### config.mk
export PLATFORM = sky130hd
export DESIGN_NAME = quad_steer_gen
export DESIGN_NICKNAME = d
export VERILOG_FILES = /design/src/rtl/quad_steer_pkg.sv /design/src/rtl/quad_steer_chan.sv /design/src/rtl/quad_steer_gen.sv
export SDC_FILE = /design/constraint.sdc
export NUM_CORES = 1
export LEC_CHECK = 0
export BUFFER_PORTS_ARGS = -buffer_cell sky130_fd_sc_hd__buf_2
export CAP_MARGIN = 5
export CORE_MARGIN = 5
export CORE_UTILIZATION = 28
export CTS_BUF_LIST = sky130_fd_sc_hd__clkbuf_4
export CTS_CLUSTER_DIAMETER = 60
export CTS_CLUSTER_SIZE = 10
export DETAILED_ROUTE_END_ITERATION = 12
export PLACE_DENSITY_LB_ADDON = 0.3
export SLEW_MARGIN = 0
export SYNTH_ARGS = -nofsm -noshare
export SYNTH_HDL_FRONTEND = slang
export SYNTH_SLANG_ARGS = --single-unit
### constraint.sdc
create_clock -name CLK -period 5.2 [get_ports CLK]
set_input_delay 0.52 -clock CLK [delete_from_list [all_inputs] [get_ports CLK]]
set_output_delay 0.52 -clock CLK [all_outputs]
set_load 0.01 [all_outputs]
### src/rtl/quad_steer_pkg.sv
// quad_steer_pkg: shared phase, direction types and Gray-sequence helper for quad_steer_gen
package quad_steer_pkg;
    typedef logic [1:0] phase_t;
    typedef enum logic [1:0] {DIR_IDLE, DIR_CW, DIR_CCW} dir_t;
    localparam phase_t PH0 = 2'b00;
    localparam phase_t PH1 = 2'b01;
    localparam phase_t PH2 = 2'b11;
    localparam phase_t PH3 = 2'b10;
    function automatic phase_t next_phase(input phase_t p, input logic cw);
        return cw ? {p[0], ~p[1]} : {~p[0], p[1]};
    endfunction
endpackage

### src/rtl/quad_steer_chan.sv
// quad_steer_chan: one steering channel with period counter, acceleration and Gray phase
module quad_steer_chan
    import quad_steer_pkg::*;
#(
    parameter int DIV_W      = 16,
    parameter int ACCEL_HOLD = 8,
    parameter int ACCEL_MAX  = 3
) (
    input  logic             CLK,
    input  logic             Reset_n,
    input  logic [DIV_W-1:0] clkdiv,
    input  logic             accel_en,
    input  logic             left,
    input  logic             right,
    output logic [1:0]       steer,
    output logic             step,
    output logic [1:0]       level
);
    localparam int HW = $clog2(ACCEL_HOLD + 1);
    phase_t           phase_q, phase_d;
    logic [DIV_W-1:0] cnt_q, cnt_d, cnt_b, shifted, eff;
    logic [1:0]       lvl_q, lvl_d, lvl_b;
    logic [HW-1:0]    hold_q, hold_d, hold_b;
    dir_t             dir, last_dir_q;
    logic             step_q, step_d, restart, hit, bump;
    always_comb begin
        dir     = (right && !left) ? DIR_CW : (left && !right) ? DIR_CCW : DIR_IDLE;
        restart = dir == DIR_IDLE || dir != last_dir_q;
        cnt_b   = restart ? '0 : cnt_q;
        lvl_b   = restart ? '0 : lvl_q;
        hold_b  = restart ? '0 : hold_q;
        shifted = accel_en ? clkdiv >> lvl_b : clkdiv;
        eff     = (shifted == '0 && clkdiv != '0) ? DIV_W'(1) : shifted;
        hit     = dir != DIR_IDLE && eff != '0 && cnt_b == eff - DIV_W'(1);
        bump    = hit && accel_en && hold_b == HW'(ACCEL_HOLD - 1);
        cnt_d   = (dir == DIR_IDLE || eff == '0 || hit) ? '0 : cnt_b + DIV_W'(1);
        phase_d = hit ? next_phase(phase_q, dir == DIR_CW) : phase_q;
        step_d  = hit;
        hold_d  = (!accel_en || bump) ? '0 : hit ? hold_b + HW'(1) : hold_b;
        lvl_d   = !accel_en ? '0 : (bump && lvl_b < 2'(ACCEL_MAX)) ? lvl_b + 2'd1 : lvl_b;
    end
    always_ff @(posedge CLK) begin
        if (!Reset_n) begin
            phase_q    <= PH0;
            cnt_q      <= '0;
            lvl_q      <= '0;
            hold_q     <= '0;
            step_q     <= 1'b0;
            last_dir_q <= DIR_IDLE;
        end else begin
            phase_q    <= phase_d;
            cnt_q      <= cnt_d;
            lvl_q      <= lvl_d;
            hold_q     <= hold_d;
            step_q     <= step_d;
            last_dir_q <= dir;
        end
    end
    assign steer = phase_q;
    assign step  = step_q;
    assign level = lvl_q;
endmodule

### src/rtl/quad_steer_gen.sv
// quad_steer_gen: multi-channel held-button to quadrature steering generator
module quad_steer_gen
    import quad_steer_pkg::*;
#(
    parameter int CHANNELS   = 2,
    parameter int DIV_W      = 16,
    parameter int ACCEL_HOLD = 8,
    parameter int ACCEL_MAX  = 3
) (
    input  logic                  CLK,
    input  logic                  Reset_n,
    input  logic [DIV_W-1:0]      clkdiv,
    input  logic                  accel_en,
    input  logic [CHANNELS-1:0]   left,
    input  logic [CHANNELS-1:0]   right,
    output logic [2*CHANNELS-1:0] steer,
    output logic [CHANNELS-1:0]   step,
    output logic [2*CHANNELS-1:0] level
);
    for (genvar c = 0; c < CHANNELS; c++) begin : g_chan
        quad_steer_chan #(
            .DIV_W(DIV_W),
            .ACCEL_HOLD(ACCEL_HOLD),
            .ACCEL_MAX(ACCEL_MAX)
        ) u_chan (
            .CLK(CLK),
            .Reset_n(Reset_n),
            .clkdiv(clkdiv),
            .accel_en(accel_en),
            .left(left[c]),
            .right(right[c]),
            .steer(steer[2*c +: 2]),
            .step(step[c]),
            .level(level[2*c +: 2])
        );
    end
endmodule
==> reports/results.ini, run 1 <==
[run_status]
outcome = finished clean

[detailed_routing]
drc = 0
drt-initial-drc-count = 737
firstDrtPassIters = 5
vias_per_cell = 5.80
detail-route-antenna-nets = 0
vias = 6819
wl_um = 21700
wire_per_inst_um = 18.5

[sta]
slew-limit-headroom_pct = 32.5
final-setup-viol-count = 0
tightest_slew_ns = 1.01
timing.final.crit_share_pct = 92.7
drv_slew = 0
rsz0062_at_grt = false
fin_crit_ns = 4.82
fin_ws_ns = 0.380
fmax_mhz = 207
hold_viol = 0
finalClockSkew_ns = 0.0150
finalHoldWorstSlack_ns = 0.496
finalSetupTns_ns = 0

[final_layout]
final_util_pct = 32.1
nFillCells = 2420
area_growth_pct = 13.0
design_area_sq_um = 7260
final_nets = 923
drive_above_1_share_pct = 19.0
final_cells = 1175

[synth]
synth_cell_type_count = 104
ys_ff_latch = 54
seq_area_frac_synth_pct = 16.8
avgSynthCellArea_sq_um = 7.64
yosys-top-cells-area = dfxtp_1, xnor2_1, mux2i_1
syn_nets = 876
syn-cell-area_sq_um = 6430
syn-instance-count = 841
synth-main-ff-cell = dfxtp_1
async_flop_share_pct = 0
yosys_warnings = 0
synth_top_area_share_pct = 16.8
yosysTopAreaCell = dfxtp_1
synth-edff-count = 0

[min_path]
min_path_cells = 2
min_path_type = reg2reg

[global_routing]
grt_first_pass_wirelength_um = 35100
globalRouteTotalUtil_pct = 16.4
grt_pass1_vias = 6357
antenna_found_initial = 1
grt_max_degree = 28
overflow = 0

[pwr]
vdd_ir_drop_max_v = 0.0000833
p_per_area_nw_per_um2 = 127
report.power.total_uw = 925
p_leak_nw = 2.42

[die]
die_h_um = 162
die_area_sq_um = 26100
initial_utilization_pct = 28.4
coreArea_sq_um = 22600
io_pins = 33
die_w_um = 162
fp-row-count = 55

[cts]
cts_made_buffers = 5
insertion_delay_ns = 0.41
path_clk_slew_ns = 0.15
htreeDepth = 2
clockRootBuffer = clkbuf_4
cts_sinks = 54
clockBufferDepth = 2
cts_tree = done

[setup_path]
cp_top_family = simple AND/OR/NAND/NOR gates
crit_path_start_kind = flop
arrival_ns = 5.18
max_stage_delay_ns = 0.65
crit_type = reg2reg
critPathMaxFanout = 7
worstPathRequired_ns = 5.56
crit_cells = 17
crit_buf_inv = 3
reg2reg_depth = 17
path_cells = nor2b_1 -> buf_4 -> a211oi_1 -> a21boi_0 -> a211o_1 -> nor4_2 -> a21oi_1 -> ha_1 -> inv_1 -> a211o_1 -> buf_4 -> nor2_1 -> nor4bb_2 -> a31oi_1 -> or4b_2 -> nor4_1 -> and3_1
endpoint_kind = flop
cp_slowest_cell = or4b_2

[placed_design]
place_ws_ns = -0.0767
placed_cell_area_sq_um = 7200
place.gp.congestion = 0.917
hpwl_um = 16800
io_buffer_count = 32
dp.cells = 1166

[flow_run]
max_cap_viol_count = 0

[worst paths after layout]
| path | from | endpoint | slack, ns |
|---|---|---|---|
| setup reg to reg | g_chan[0].u_chan.level[1]$_SDFF_PN0_ | g_chan[0].u_chan.step$_SDFF_PN0_ | 0.38 |
| hold / removal | g_chan[0].u_chan.hold_q[3]$_SDFF_PP0_ | g_chan[0].u_chan.hold_q[3]$_SDFF_PP0_ | 0.50 |
| hold reg to reg | g_chan[0].u_chan.hold_q[3]$_SDFF_PP0_ | g_chan[0].u_chan.hold_q[3]$_SDFF_PP0_ | 0.50 |
| setup / recovery | g_chan[0].u_chan.level[1]$_SDFF_PN0_ | g_chan[0].u_chan.step$_SDFF_PN0_ | 0.38 |
[where the power goes]
group | switching [mW] | internal (mW)
registers | 0.00310 | 0.417
logic | 0.195 | 0.112
clock network | 0.142 | 0.0564
total | 0.340 | 0.585
[state kept, by name, indices dropped and copies added, names as in the netlist]
| name | flops |
|---|---|
| g_chan.u_chan.last_dir_q | 4 |
| g_chan.u_chan.cnt_q | 32 |
| g_chan.u_chan.level | 4 |
| g_chan.u_chan.steer | 4 |
| g_chan.u_chan.hold_q | 8 |
| g_chan.u_chan.step | 2 |
[placed cells by master (no fill, tap or decap), types with 24 or more instances in the layout]
cell type and instances:
buf_4 67, inv_1 26, xnor2_1 37, nor2_1 45, o21ai_0 24, nand3_1 32, xor2_1 26, a21oi_1 34
nor3_1 30, nand2_1 75, buf_2 32, mux2i_1 32, dfxtp_1 53
[synth_stat cells (all sizes together), types with 5 or more instances]
cell type / count
nand3b: 5
clkbuf: 40
and2: 17
a31oi: 9
o2bb2ai: 8
nor3: 34
nor4b: 8
or3: 9
a22oi: 5
nor4bb: 7
mux2i: 32
nor3b: 8
and3: 18
or4: 7
a221oi: 5
a2bb2oi: 8
a22o: 7
nand2: 75
or2: 8
nand3: 33
a211oi: 10
a211o: 8
xnor2: 39
buf: 21
a21oi: 34
nand4: 22
o22ai: 14
inv: 26
nor2b: 12
nand4b: 5
o21ai: 26
o221ai: 6
o21a: 5
o31ai: 7
nor4: 22
o22a: 6
xor2: 28
nor2: 47
ha: 12
dfxtp: 54
nand2b: 9
and4: 7
mux2: 9
[layer usage]
layer,global-route usage (%),vias up,part of all wire [%],wire [um]
met3,2.17,29,7.1,1550
met5,0,-,0,0
met4,4.58,0,2.0,440
met1,24.3,3251,48,10500
met2,24.6,240,43,9260
li1,-,3299,-,-
[worst register-to-register path, delay by kind of cell (launching register included)]
| family | cells | cell delay, ns |
|---|---|---|
| compound gates | 6 | 1.67 |
| simple gates | 7 | 2.06 |
| fa+ha+maj | 1 | 0.21 |
| flops | 1 | 0.45 |
| buf+inv | 3 | 0.40 |
[logic make-up after synthesis]
family,share of synthesized area [%]
AND/OR/NAND/NOR,33.1
AO/OA/AOI/OAI,25.0
buffers and inverters,6.25
XOR/XNOR,9.95
flip-flops,16.8
multiplexers,6.56
adder cells (fa/ha/maj),2.34
[what timing repair did]
item / in CTS / in global routing
setup endpoints to repair: 0 / 25
hold buffers: 0 / 0
gates resized for setup: 0 / 2
setup buffers: 0 / 0
[final cells by class]
class                      instances  area (sq um)  area share [%]
multi-input combinational        699          4960            68.3
sequential                        54          1080            14.9
timing repair buffer             101           703            9.68
tap                              285           357            4.91
inverter                          27           101            1.40
clock buffer                       6          45.0           0.620
clock inverter                     2          8.76           0.121
antenna                            1          2.50          0.0345
(Power assumes the default switching activity.)
==> inputs of run 2 (changes only) <==
REMOVE_ABC_BUFFERS = 1   (was unset)
==> run 2 against run 1 <==
- sequential cell count stayed put
- critical path depth stayed put
- count of clock-buffer cells in the layout stayed put
- utilization is 0.13 points lower
- wire length is 0.30% lower
- non-clock buffer count is 2 lower
- combinational power hardly changed
- cell area is 0.41% lower
- highest routed layer is now met5
==> reports/results.ini, run 2 (synthesis gave the netlist of run 1 again) <==
[cts]
clockBufferDepth = 2
insertion_delay_ns = 0.42
ctsHoldBuffers = 0
clockRootBuffer = clkbuf_4
cts_sinks = 54
path_clk_slew_ns = 0.16
cts_tree = done
cts_made_buffers = 5
htreeDepth = 2

[pwr]
p_leak_nw = 2.41
power_switching_uw = 347
switching_share_pct = 37.3
power_frac_clock_pct = 22.0
pwr-share-seq_pct = 45.1
p_int_uw = 585
vdd_ir_drop_max_v = 0.0000882
p_per_area_nw_per_um2 = 129
pwr-share-comb_pct = 32.9

[setup_path]
endpoint_kind = flop
crit_type = in2reg
max_stage_delay_ns = 0.59
path_cells = buf_2 -> inv_1 -> ha_1 -> nand3b_1 -> nor3_2 -> a22oi_1 -> a211o_4 -> nor4_1 -> a21oi_1 -> ha_1 -> nand2_1 -> nor4_4 -> mux2_1 -> and3_1 -> or4_1 -> or4_1 -> a21oi_1
crit_buf_inv = 2
reg2reg_to = g_chan[0].u_chan.steer[1]$_SDFFE_PN0N_
cp_slowest_cell = or4_1
rrSetupSlack_ns = 0.50
critPathMaxFanout = 7
reg2reg_from = g_chan[0].u_chan.level[0]$_SDFF_PN0_
arrival_ns = 5.16
reg2reg_depth = 17
cp_top_family = simple AND/OR/NAND/NOR gates
worstPathRequired_ns = 5.56
crit_path_start_kind = input pin

[sta]
hold_viol = 0
rsz0062_at_grt = false
final-setup-viol-count = 0
tightest_slew_ns = 0.992
fin_crit_ns = 4.80
timing.final.crit_share_pct = 92.4
finalClockSkew_ns = 0.00643
slew-limit-headroom_pct = 33.6
fmax_mhz = 208
drv_slew = 0
finalSetupTns_ns = 0

[placed_design]
hpwl_um = 16700
io_buffer_count = 32
place.gp.congestion = 0.925
dp.cells = 1164
placed_cell_area_sq_um = 7170

[final_layout]
largest_register = g_chan.u_chan.cnt_q
largest_reg_flops = 32
final_nets = 921
final_cells = 1174
final_cell_mix = nand2_1, buf_4, dfxtp_1, nor2_1, xnor2_1
area_growth_pct = 12.5
drive_above_1_share_pct = 18.8
reg.largest.list = g_chan.u_chan.cnt_q x32, g_chan.u_chan.hold_q x8
layout_commonest_cell = nand2_1
design_area_sq_um = 7230

[global_routing]
antenna_found_initial = 3
grt_max_degree = 22
globalRouteTotalUtil_pct = 16.4
overflow = 0
grt_first_pass_wirelength_um = 35200
grt_pass1_vias = 6317

[min_path]
worstHoldEndpoint = g_chan[0].u_chan.steer[0]$_SDFFE_PN0N_
hold_start = Reset_n
min_path_type = in2reg
min_path_cells = 3

[detailed_routing]
drc = 0
wl_um = 21600
firstDrtPassIters = 7
wire_per_inst_um = 18.4
drt-initial-drc-count = 589
vias = 6866
vias_per_cell = 5.85
detail-route-antenna-nets = 0

[die]
io_pins = 33
die_area_sq_um = 26100
initial_utilization_pct = 28.4
coreArea_sq_um = 22600
die_w_um = 162
die_h_um = 162
fp-row-count = 55

[run_status]
outcome = finished clean

[flow_run]
max_cap_viol_count = 0

[run 2: cell count changes in the layout (fill, tap and decap cells not counted), sizes merged]
cell,before,now
diode,1,2
buf,101,99
[run 2: worst max-delay path by stage]
stage,start,to,slack (ns),depth (start not counted)
CTS,g_chan[0].u_chan.level[0]$_SDFF_PN0_,g_chan[0].u_chan.steer[1]$_SDFFE_PN0N_,0.31,17
floorplan,g_chan[0].u_chan.level[1]$_SDFF_PN0_,g_chan[0].u_chan.cnt_q[10]$_SDFF_PP0_,-0.58,15
finish,left[1],g_chan[1].u_chan.hold_q[3]$_SDFF_PP0_,0.40,17
detailed placement,left[1],g_chan[1].u_chan.hold_q[3]$_SDFF_PP0_,0.006,17
global placement,right[1],g_chan[1].u_chan.hold_q[3]$_SDFF_PP0_,0.13,17
global route,left[0],g_chan[0].u_chan.steer[1]$_SDFFE_PN0N_,0.11,20
[run 2: final cells by class]
type,count,area (sq um)
Antenna cell,2,5.00
Clock buffer,6,45.0
Fill cell,2391,15400
Clock inverter,2,8.76
Sequential cell,54,1080
Multi-Input combinational cell,699,4960
Inverter,27,101
Timing Repair Buffer,99,676
Tap cell,285,357
[run 2: metal layers]
| metal | routed length (um) | vias to the layer above | track usage, % |
|---|---|---|---|
| li1 | - | 3294 | - |
| met1 | 10600 | 3284 | 24.5 |
| met2 | 9430 | 264 | 25.0 |
| met3 | 1290 | 22 | 1.74 |
| met4 | 310 | 2 | 4.03 |
| met5 | 11 | - | 0 |
[run 2: tightest hold or removal path, delay by kind of cell]
| kind | cells | cell delay, ns |
|---|---|---|
| buffers and inverters | 1 | 0.20 |
| and+or+nand+nor | 1 | 0.09 |
| muxes | 1 | 0.05 |
[run 2: per-stage QoR]
step                total power, mW  hold slack (ns)  setup slack (ns)  utilization [%]
global route                  0.982            0.498             0.106             31.9
global placement              0.732            0.475             0.132             31.7
detailed placement            0.730            0.476           0.00601             31.7
CTS                           0.945            0.463             0.308             31.9
finish                        0.932            0.479             0.398             31.9
floorplan                     0.600            0.455            -0.581                -
[run 2: power by group through the flow]
stage	Combinational [mW]	Sequential, mW	Clock (mW)
after floorplan	0.172	0.428	0
after global placement	0.303	0.429	0
after detailed placement	0.301	0.429	0
after CTS	0.303	0.420	0.221
after global routing	0.333	0.421	0.229
final	0.306	0.420	0.205
[run 2: what timing repair did]
action                                  4_1_cts  5_1_grt
gates resized for setup                       0        2
setup buffers                                 0        0
endpoints found under the setup margin        0        8
==> inputs of run 3 (changes only) <==
CORE_UTILIZATION = 40   (was 28)
==> run 3 against run 2 <==
- clock skew is 0.0078 ns higher
- critical path depth is 1 higher
- fmax is 2.4% lower
- critical path type is now reg2reg
- largest cell class unchanged
- highest routed layer is now met4
==> reports/results.ini, run 3 (synthesis gave the netlist of run 1 again) <==
[run_status]
outcome = finished clean

[final_layout]
reg.largest.list = g_chan.u_chan.cnt_q x32, g_chan.u_chan.hold_q x8
area_growth_pct = 11.1
final_cells = 1101
layout_commonest_cell = nand2_1
largest_register = g_chan.u_chan.cnt_q
drive_above_1_share_pct = 18.3
largest_reg_flops = 32
design_area_sq_um = 7140
final_nets = 918
final_cell_mix = nand2_1, buf_4, dfxtp_1, nor2_1, xnor2_1
final_util_pct = 45.1

[setup_path]
critPathMostFrequentCell = a211o_1
arrival_ns = 5.27
crit_path_start_kind = flop
crit_buf_inv = 3
cp_top_family = compound AO/OA/AOI/OAI gates
max_stage_delay_ns = 0.51
cp_slowest_cell = dfxtp_1
path_cells = buf_12 -> nand2b_1 -> o221ai_1 -> a21boi_0 -> a211o_1 -> nor4_2 -> a21oi_1 -> ha_1 -> inv_1 -> a211o_1 -> a2111o_1 -> a211o_1 -> a31oi_1 -> o2111ai_1 -> or2_2 -> nor4_1 -> buf_4 -> mux2i_1
worstPathRequired_ns = 5.55
rrSetupSlack_ns = 0.28
endpoint_kind = flop
critPathMaxFanout = 39
crit_type = reg2reg

[pwr]
p_int_uw = 585
p_leak_nw = 2.40
switching_share_pct = 37.2
vdd_ir_drop_max_v = 0.0000685
power_switching_uw = 347
pwr-share-seq_pct = 45.1
report.power.total_uw = 932
power_frac_clock_pct = 21.9
pwr-share-comb_pct = 33.0
p_per_area_nw_per_um2 = 130

[cts]
ctsHoldBuffers = 0
ctsResizeCount = 0
cts_tree = done
cts_sinks = 54
clockRootBuffer = clkbuf_4
post_cts.repair.setup_buffers = 0
path_clk_slew_ns = 0.15
cts_made_buffers = 5
insertion_delay_ns = 0.42
clockBufferDepth = 2
htreeDepth = 2

[sta]
timing.final.crit_share_pct = 94.7
fin_ws_ns = 0.278
tightest_slew_ns = 1.03
fin_crit_ns = 4.92
hold_viol = 0
finalClockSkew_ns = 0.0143
rsz0062_at_grt = false
final-setup-viol-count = 0
finalHoldWorstSlack_ns = 0.501
slew-limit-headroom_pct = 31.3
drv_slew = 0
finalSetupTns_ns = 0
fmax_mhz = 203

[die]
die_w_um = 137
io_pins = 33
initial_utilization_pct = 40.6
die_area_sq_um = 18700
coreArea_sq_um = 15800
die_h_um = 137
fp-row-count = 46

[detailed_routing]
firstDrtPassIters = 5
drt-initial-drc-count = 998
wl_um = 20900
vias_per_cell = 6.21
vias = 6835
detail-route-antenna-nets = 0
drc = 0
wire_per_inst_um = 19.0

[global_routing]
antenna_found_initial = 1
globalRouteTotalUtil_pct = 22.2
grt_first_pass_wirelength_um = 33400
overflow = 0
grt_pass1_vias = 6199
grt_max_degree = 40

[placed_design]
hpwl_um = 15800
io_buffer_count = 32
place_ws_ns = 0.0119
place.gp.congestion = 0.958
dp.cells = 1092
placed_cell_area_sq_um = 7090

[flow_run]
max_cap_viol_count = 0

[min_path]
min_path_type = in2reg

run 3: power groups by stage:
stage	Combinational [mW]	Clock [mW]	Sequential, mW
after floorplan	0.172	0	0.428
after global placement	0.300	0	0.429
after detailed placement	0.299	0	0.429
after CTS	0.301	0.218	0.420
after global routing	0.330	0.227	0.421
final	0.308	0.204	0.420
run 3: path summary, 6_finish.rpt:
check	start	endpoint	cells after the start
worst max register to register	g_chan[0].u_chan.level[0]$_SDFF_PN0_	g_chan[0].u_chan.level[0]$_SDFF_PN0_	18
worst max-delay path	g_chan[0].u_chan.level[0]$_SDFF_PN0_	g_chan[0].u_chan.level[0]$_SDFF_PN0_	18
worst min register to register	g_chan[0].u_chan.steer[0]$_SDFFE_PN0N_	g_chan[0].u_chan.steer[0]$_SDFFE_PN0N_	2
worst min-delay path	Reset_n	g_chan[0].u_chan.steer[0]$_SDFFE_PN0N_	3
run 3: routing by layer:
| metal | routed length (um) | global-route usage, % | up-vias |
|---|---|---|---|
| met2 | 8800 | 32.6 | 316 |
| met5 | 0 | 0 | - |
| met4 | 442 | 6.32 | 0 |
| li1 | - | - | 3287 |
| met3 | 1830 | 3.82 | 36 |
| met1 | 9860 | 33.1 | 3196 |
run 3: area by class of cell:
class	count	area (sq um)
Antenna cell	1	2.50
Clock buffer	6	45.0
Clock inverter	2	8.76
Fill cell	1610	8680
Inverter	27	101
Multi-Input combinational cell	699	4960
Sequential cell	54	1080
Tap cell	216	270
Timing Repair Buffer	96	678
run 3: worst reg2reg max path, cell delays in order (launching register included):
cell and delay (ns):
dfxtp_1 0.51, buf_12 0.25, nand2b_1 0.48, o221ai_1 0.18, a21boi_0 0.39, a211o_1 0.21, nor4_2 0.06, a21oi_1 0.20
ha_1 0.20, inv_1 0.04, a211o_1 0.27, a2111o_1 0.39, a211o_1 0.31, a31oi_1 0.19, o2111ai_1 0.15, or2_2 0.36
nor4_1 0.32, buf_4 0.18, mux2i_1 0.17
